File: config.mk
export PLATFORM = sky130hd
export DESIGN_NAME = inst_loader
export DESIGN_NICKNAME = d
export VERILOG_FILES = /design/src/rtl/inst_loader.sv
export SDC_FILE = /design/constraint.sdc
export NUM_CORES = 1
export LEC_CHECK = 0
export ABC_AREA = 1
export BUFFER_PORTS_ARGS = -buffer_cell sky130_fd_sc_hd__buf_2
export CORE_ASPECT_RATIO = 0.7
export CORE_MARGIN = 5
export CORE_UTILIZATION = 35
export CTS_CLUSTER_SIZE = 12
export DETAILED_ROUTE_END_ITERATION = 7
export PLACE_DENSITY_LB_ADDON = 0.05
export SYNTH_ARGS = -nofsm -noshare
export SYNTH_HDL_FRONTEND = slang
export SYNTH_SLANG_ARGS = --single-unit
File: constraint.sdc
create_clock -name clk_Loader -period 2.6 [get_ports clk_Loader]
set_clock_uncertainty 0.15 [all_clocks]
set_input_delay 0.26 -clock clk_Loader [delete_from_list [all_inputs] [get_ports clk_Loader]]
set_output_delay 0.26 -clock clk_Loader [all_outputs]
set_load 0.02 [all_outputs]
File: src/rtl/inst_loader.sv
// Serial program loader: takes a length byte, N big-endian payload words and a
// checksum byte from the host link, fills instruction memory, then releases the CPU.
module inst_loader #(
  parameter int MAX_WORDS = 64,
  parameter int ADDR_W    = 8
) (
  input  logic              clk_Loader,
  input  logic              rst_Loader_n,
  input  logic [7:0]        byte_in,
  input  logic              byte_valid,
  output logic              byte_ready,
  output logic              imem_we,
  output logic [ADDR_W-1:0] imem_addr,
  output logic [31:0]       imem_data,
  output logic              cpu_run,
  output logic              load_err,
  output logic [6:0]        words_loaded
);

  typedef enum logic [2:0] {COUNT, BYTES, WRITE, CHECK, DONE, ERR} state_e;

  state_e            state_q, state_d;
  logic [7:0]        len_q, len_d;
  logic [31:0]       word_q, word_d;
  logic [ADDR_W-1:0] addr_q, addr_d;
  logic [6:0]        words_q, words_d;
  logic [7:0]        csum_q, csum_d;
  logic [1:0]        byteCnt_q, byteCnt_d;
  logic [1:0]        sync_q;
  logic              readyState;
  logic              xfer;

  always_ff @(posedge clk_Loader or negedge rst_Loader_n) begin
    if (!rst_Loader_n) sync_q <= '0;
    else               sync_q <= {sync_q[0], 1'b1};
  end

  // No transfer until reset release has crossed both sync stages; while reset is
  // held the port still advertises the idle COUNT readiness.
  assign readyState = (state_q == COUNT) || (state_q == BYTES) || (state_q == CHECK);
  assign byte_ready = readyState && (sync_q[1] || !rst_Loader_n);
  assign xfer       = byte_valid && byte_ready;

  always_ff @(posedge clk_Loader or negedge rst_Loader_n) begin
    if (!rst_Loader_n) begin
      state_q   <= COUNT;
      len_q     <= '0;
      word_q    <= '0;
      addr_q    <= '0;
      words_q   <= '0;
      csum_q    <= '0;
      byteCnt_q <= '0;
    end else begin
      state_q   <= state_d;
      len_q     <= len_d;
      word_q    <= word_d;
      addr_q    <= addr_d;
      words_q   <= words_d;
      csum_q    <= csum_d;
      byteCnt_q <= byteCnt_d;
    end
  end

  always_comb begin
    state_d   = state_q;
    len_d     = len_q;
    word_d    = word_q;
    addr_d    = addr_q;
    words_d   = words_q;
    csum_d    = csum_q;
    byteCnt_d = byteCnt_q;
    case (state_q)
      COUNT: begin
        if (xfer) begin
          len_d  = byte_in;
          csum_d = byte_in;
          if (byte_in == 8'd0 || int'(byte_in) > MAX_WORDS) state_d = ERR;
          else                                              state_d = BYTES;
        end
      end
      BYTES: begin
        if (xfer) begin
          word_d    = {word_q[23:0], byte_in};
          csum_d    = csum_q ^ byte_in;
          byteCnt_d = byteCnt_q + 2'd1;
          if (byteCnt_q == 2'd3) state_d = WRITE;
        end
      end
      WRITE: begin
        addr_d  = addr_q + ADDR_W'(4);
        words_d = words_q + 7'd1;
        // Compare against the post-increment count in 8 bits to match N's width.
        if (({1'b0, words_q} + 8'd1) < len_q) state_d = BYTES;
        else                                  state_d = CHECK;
      end
      CHECK: begin
        if (xfer) begin
          if (byte_in == csum_q) state_d = DONE;
          else                   state_d = ERR;
        end
      end
      DONE:    state_d = DONE;
      ERR:     state_d = ERR;
      default: state_d = COUNT;
    endcase
  end

  assign imem_we      = (state_q == WRITE);
  assign imem_addr    = addr_q;
  assign imem_data    = word_q;
  assign cpu_run      = (state_q == DONE);
  assign load_err     = (state_q == ERR);
  assign words_loaded = words_q;

endmodule
=== Yosys cells after proc, flatten, opt, wreduce, memory -nomap -nowiden ===
Cells that the tools add are included.

* Add/subtract/negate cells: 4
* Multipliers: 0
* Divide/modulo/power cells: 0
* Magnitude comparators: 2
* Equality and inequality tests: 11
* Shift-type cells: 0
* Muxes and demuxes: 11
* Bitwise logic cells: 1
* Reduce and logical (&&, ||, !) cells: 14

{| class="wikitable"
|+ Operator list
! kind !! number
|-
| one-hot mux 3 bit (6 select lines) || 1
|-
| 2-to-1 mux 8 bit || 2
|-
| one-hot mux 8 bit (2 select lines) || 1
|-
| 2-to-1 mux 3 bit || 5
|-
| adder 7 x 1 -> 8 bit, second input constant || 1
|-
| adder 8 x 3 -> 8 bit, second input constant || 1
|-
| == test 8 bit || 1
|-
| greater-than comparator 8 x 7 -> 1 bit, second input constant || 1
|-
| zero test 8 bit || 1
|-
| < comparator 8 bit || 1
|-
| bitwise XOR 8 bit || 1
|-
| adder 7 x 1 -> 7 bit, second input constant || 1
|-
| == test 3 x 2 -> 1 bit, second input constant || 2
|-
| == test 3 bit, second input constant || 2
|-
| inequality test 2 bit, second input constant || 3
|-
| logical OR 1 bit || 4
|-
| AND reduction 2 bit || 2
|-
| AND reduction 4 bit || 1
|-
| == test 3 x 1 -> 1 bit, second input constant || 1
|-
| zero test 3 bit || 1
|-
| AND reduction 3 bit || 1
|-
| adder 2 x 1 -> 2 bit, second input constant || 1
|-
| == test 2 bit, second input constant || 1
|-
| logical AND 1 bit || 2
|-
| other kinds (5) || 5
|}

* Flip-flop bits (word level): 70
* Bits in latches: 0
* Memory bits (writable): 0
* Memory bits (read-only): 0
* Input port bits: 11
* Output and inout port bits: 51
* Memories: 0

=== Depth between registers and ports, before layout ===
* Depth after elaboration: 7
* Gate-level depth with buffers: 16
* Depth with buffers taken out: 16

=== Worst setup path before layout ===
OpenSTA, ideal clock, no wires.

* Path type: register to register
* Start point: register words_q[0] (netlist: words_loaded[0])
* End point: register state_q[1]
* Arrival time: 1.899 ns
* Setup slack: 0.486 ns
* Stages on the path, launching flop included: 13
* Path buffers: 0
* Path through: dfrtp_1 > ha_1 > nand3_1 > nand3b_1 > xor2_1 > ha_1 > nand2_1 > o21a_1 > nand2_1 > nand2_1 > nand2_1 > nand2_1 > nand2_1

* Word-level cells in the longest chain between the ends: 4

{| class="wikitable"
|+ RTL lines
! what !! line !! source
|-
| from (decl) || 26 || <nowiki>logic [6:0] words_q, words_d;</nowiki>
|-
| from (signal assigned) || 58 || <nowiki>words_q <= words_d;</nowiki>
|-
| adder 7 x 1 -> 8 bit || 93 || <nowiki>if (({1'b0, words_q} + 8'd1) < len_q) state_d = BYTES;</nowiki>
|-
| < comparator 8 bit || 93 ||
|-
| 2-to-1 mux 2 bit || 93 ||
|-
| one-hot mux 3 bit (6 select lines) || 72 || <nowiki>case (state_q)</nowiki>
|-
| to (signal assigned) || 54 || <nowiki>state_q <= state_d;</nowiki>
|-
| to (decl) || 22 || <nowiki>state_e state_q, state_d;</nowiki>
|}

No other way between the ends.
A chain may end at the register's enable or synchronous reset.

=== Worst setup path in the final report ===
* Start point: register words_q[2] (netlist: words_loaded[2])
* End point: register state_q[1]

The elaborated chain is that of the path after synthesis.

==> run_results.csv <==
group,metric,value,unit
clock_tree,clk_latency,0.32,ns
worst_setup_path,critPathMaxFanout,5,
worst_setup_path,cp.required,2.66,ns
finish,area.growth.synth_to_final,22.2,%
yosys,ys_seq_area_share,52.7,%
worst_setup_path,r2r-end,"state_q[1]$_DFFE_PN0P_",
place,hpwl,5320,µm
yosys,synthArstFlopShare,100,%
drt,vias_per_cell,4.41,
worst_setup_path,cp-start-kind,"flop",
worst_setup_path,crit_type,"reg -> reg",
clock_tree,cts_buffers,9,
grt,grt_max_degree,46,
timing,period_minus_slack,2.16,ns
grt,gr-total-overflow,0,
floorplanning,die_area,11300,µm²
yosys,syn_inst,376,
finish,diodes,0,
worst_setup_path,r2r_cells,13,
drt,wl,7400,µm
place,gp_congestion,0.732,
pwr,p_comb_share,42.2,%
yosys,synthFlopType,"dfrtp_1",
drt,drc,0,
floorplanning,die_y,90.4,µm
floorplanning,die_w,125,µm
finish,final_cells,566,
drt,num_vias,2498,
clock_tree,cts_buffer_depth,2,
floorplanning,ios,62,
timing,tightest_slew,0.585,ns
yosys,syn_area,3230,µm²
yosys,synth.avg_cell_area,8.59,µm²
timing,hold_viol_final,0,
pwr,ir_drop,497,µV
timing,max_freq,463,MHz
grt,grt_util_all_layers,13.8,%
yosys,synth-edff-count,0,
drt,first_pass_iters,4,
pwr,p_leak,2.06,nW
clock_tree,path_clk_slew,0.05,ns
worst_setup_path,crit_start,"words_loaded[2]$_DFFE_PN0P_",
place,dp_cells,550,
clock_tree,cts_tree,"done",
run,maxCapViolCount,0,
grt,grt_pass1_wl,12600,µm
clock_tree,cts-root-buf,"clkbuf_16",
grt,antenna_found_initial,0,
pwr,power_frac_seq,34.9,%
clock_tree,cts_sinks,68,
timing,fin_tns_setup,0,ns
timing,maxSlewHeadroom,61.0,%
worst_setup_path,endpoint_kind,"flop",
floorplanning,core_area,9030,µm²
grt,grt_pass1_vias,2443,
clock_tree,cts_max_level,3,
yosys,yosysWarnings,0,
worst_setup_path,cp-endpoint,"state_q[1]$_DFFE_PN0P_",
floorplanning,rows,29,
timing,finalMaxSlewViolations,0,
timing,setup_violations,0,
pwr,p_per_area,1310,nW/µm²
pwr,power.switching,0.00218,W
finish,final_nets,459,
place,portBuffers,59,
drt,drtAntennaViolNets,0,
timing,final.period_utilization,83.0,%
drt,drt_iter0_drc,124,
timing,rsz0062_at_grt,"false",
run_status,outcome,"finished clean",
yosys,ys_types,25,
floorplanning,start_util,35.7,%
hold_path,hp-class,"in -> reg",
worst_setup_path,r2r_start,"words_loaded[2]$_DFFE_PN0P_",
worst_setup_path,ff2ff_setup_slack,0.44,ns
yosys,ys_ff_latch,68,
pwr,switching_share,42.2,%
pwr,power.internal,0.00299,W
pwr,power.share.clock,22.9,%
worst_setup_path,worstPathArrival,2.22,ns
finish,layout-drive-gt1-share,20.8,%
drt,wire_per_inst,13.1,µm
[final cells by class]
type | instances | area [µm²]
fill | 939 | 5090
sequential | 68 | 1700
multi-input combinational | 258 | 1310
timing repair buffer | 65 | 355
clock buffer | 10 | 239
tap | 124 | 155
inverter | 36 | 135
clock inverter | 5 | 52.6
[per-stage QoR]
stage	util, %	total power (W)	hold WS (ns)	worst slack [ns]	area, µm²
2_1_floorplan	-	0.00336	-0.186	0.486	3230
4_1_cts	43.7	0.00526	0.0325	0.444	3940
6_report	43.7	0.00517	0.0500	0.441	3940
3_5_place_dp	40.3	0.00403	0.191	0.453	3640
5_1_grt	43.7	0.00562	0.0501	0.245	3940
3_3_place_gp	40.3	0.00400	0.187	0.462	3640
[worst min path at each step]
stage,start,to,slack [ns],cells past startpoint
4_1_cts,byte_in[7],len_q[7]$_DFFE_PN0P_,0.03,3
5_1_grt,byte_in[7],len_q[7]$_DFFE_PN0P_,0.05,3
6_report,byte_in[7],len_q[7]$_DFFE_PN0P_,0.05,3
3_5_place_dp,sync_q[0]$_DFF_PN0_,sync_q[1]$_DFF_PN0_,0.19,0
3_3_place_gp,sync_q[0]$_DFF_PN0_,sync_q[1]$_DFF_PN0_,0.19,0
2_1_floorplan,rst_Loader_n,byteCnt_q[0]$_DFFE_PN0P_,-0.19,0
[worst max-delay path: stages (launching register included)]
cell and delay [ns]:
dfrtp_1 0.42, nand3_1 0.13, nor2_1 0.17, nand2_1 0.11
xor2_1 0.17, inv_1 0.06, ha_1 0.28, a21oi_1 0.17
o21a_1 0.13, nand2_1 0.05, nand2_1 0.05, nand2_1 0.05
nand2_1 0.06, nand2_1 0.04
[kinds of logic after synthesis]
family / after synthesis / synth area share (%)
simple gates: 162 / 20.9
xor+xnor: 19 / 5.16
flops: 68 / 52.7
fa+ha+maj: 10 / 3.88
other cells: 2 / 0.233
compound gates: 64 / 10.1
buf+inv: 51 / 6.98
[cells in the mapped netlist, drive strengths merged, types with 3 or more instances]
cell type	instances	area share, %
nor2	24	3.7
buf	12	2.4
a21oi	16	2.5
dfrtp	68	53
nand3	9	1.4
xor2	9	2.4
ha	10	3.9
nor3	5	0.78
o21ai	47	7.4
clkbuf	3	0.35
nand2	122	15
xnor2	10	2.7
inv	36	4.2
[metal layers]
| metal | wire length, µm | track usage [%] | up-vias |
|---|---|---|---|
| met2 | 3110 | 19.7 | 55 |
| met4 | 19 | 3.56 | 0 |
| li1 | - | - | 1305 |
| met5 | 0 | 0 | - |
| met1 | 3890 | 19.8 | 1136 |
| met3 | 381 | 5.08 | 2 |
[placed cells by master, fill, tap and decap left out, types with 5 or more instances in the layout]
master,Yosys,routed
dfrtp_1,68,68
o21ai_0,44,44
nor3_1,5,5
a21oi_1,16,16
inv_2,5,5
xor2_1,9,9
xnor2_1,10,10
nor2_1,20,20
ha_1,10,10
buf_2,6,59
nand2_1,119,119
inv_1,31,31
nand3_1,9,9
clkbuf_16,0,9
[power groups by stage]
stage | sequential, W | clock [W] | combinational [W]
after floorplan | 0.00210 | 0 | 0.00126
after global placement | 0.00181 | 0 | 0.00219
after detailed placement | 0.00182 | 0 | 0.00220
after CTS | 0.00181 | 0.00124 | 0.00222
after global routing | 0.00187 | 0.00128 | 0.00247
final | 0.00180 | 0.00119 | 0.00218
[registers in the layout (all words and copies together) (netlist names)]
| signal | cells |
|---|---|
| byteCnt_q | 2 |
| csum_q | 8 |
| state_q | 3 |
| sync_q | 2 |
| words_loaded | 7 |
| imem_data | 32 |
| imem_addr | 6 |
| len_q | 8 |
[repair_timing]
item | CTS | global route
buffers inserted | 0 | 0
hold buffers | 1 | 0
hold endpoints to repair | 23 | 0
resized for setup | 0 | 0
Note: power is estimated with default switching activity, not from simulation.
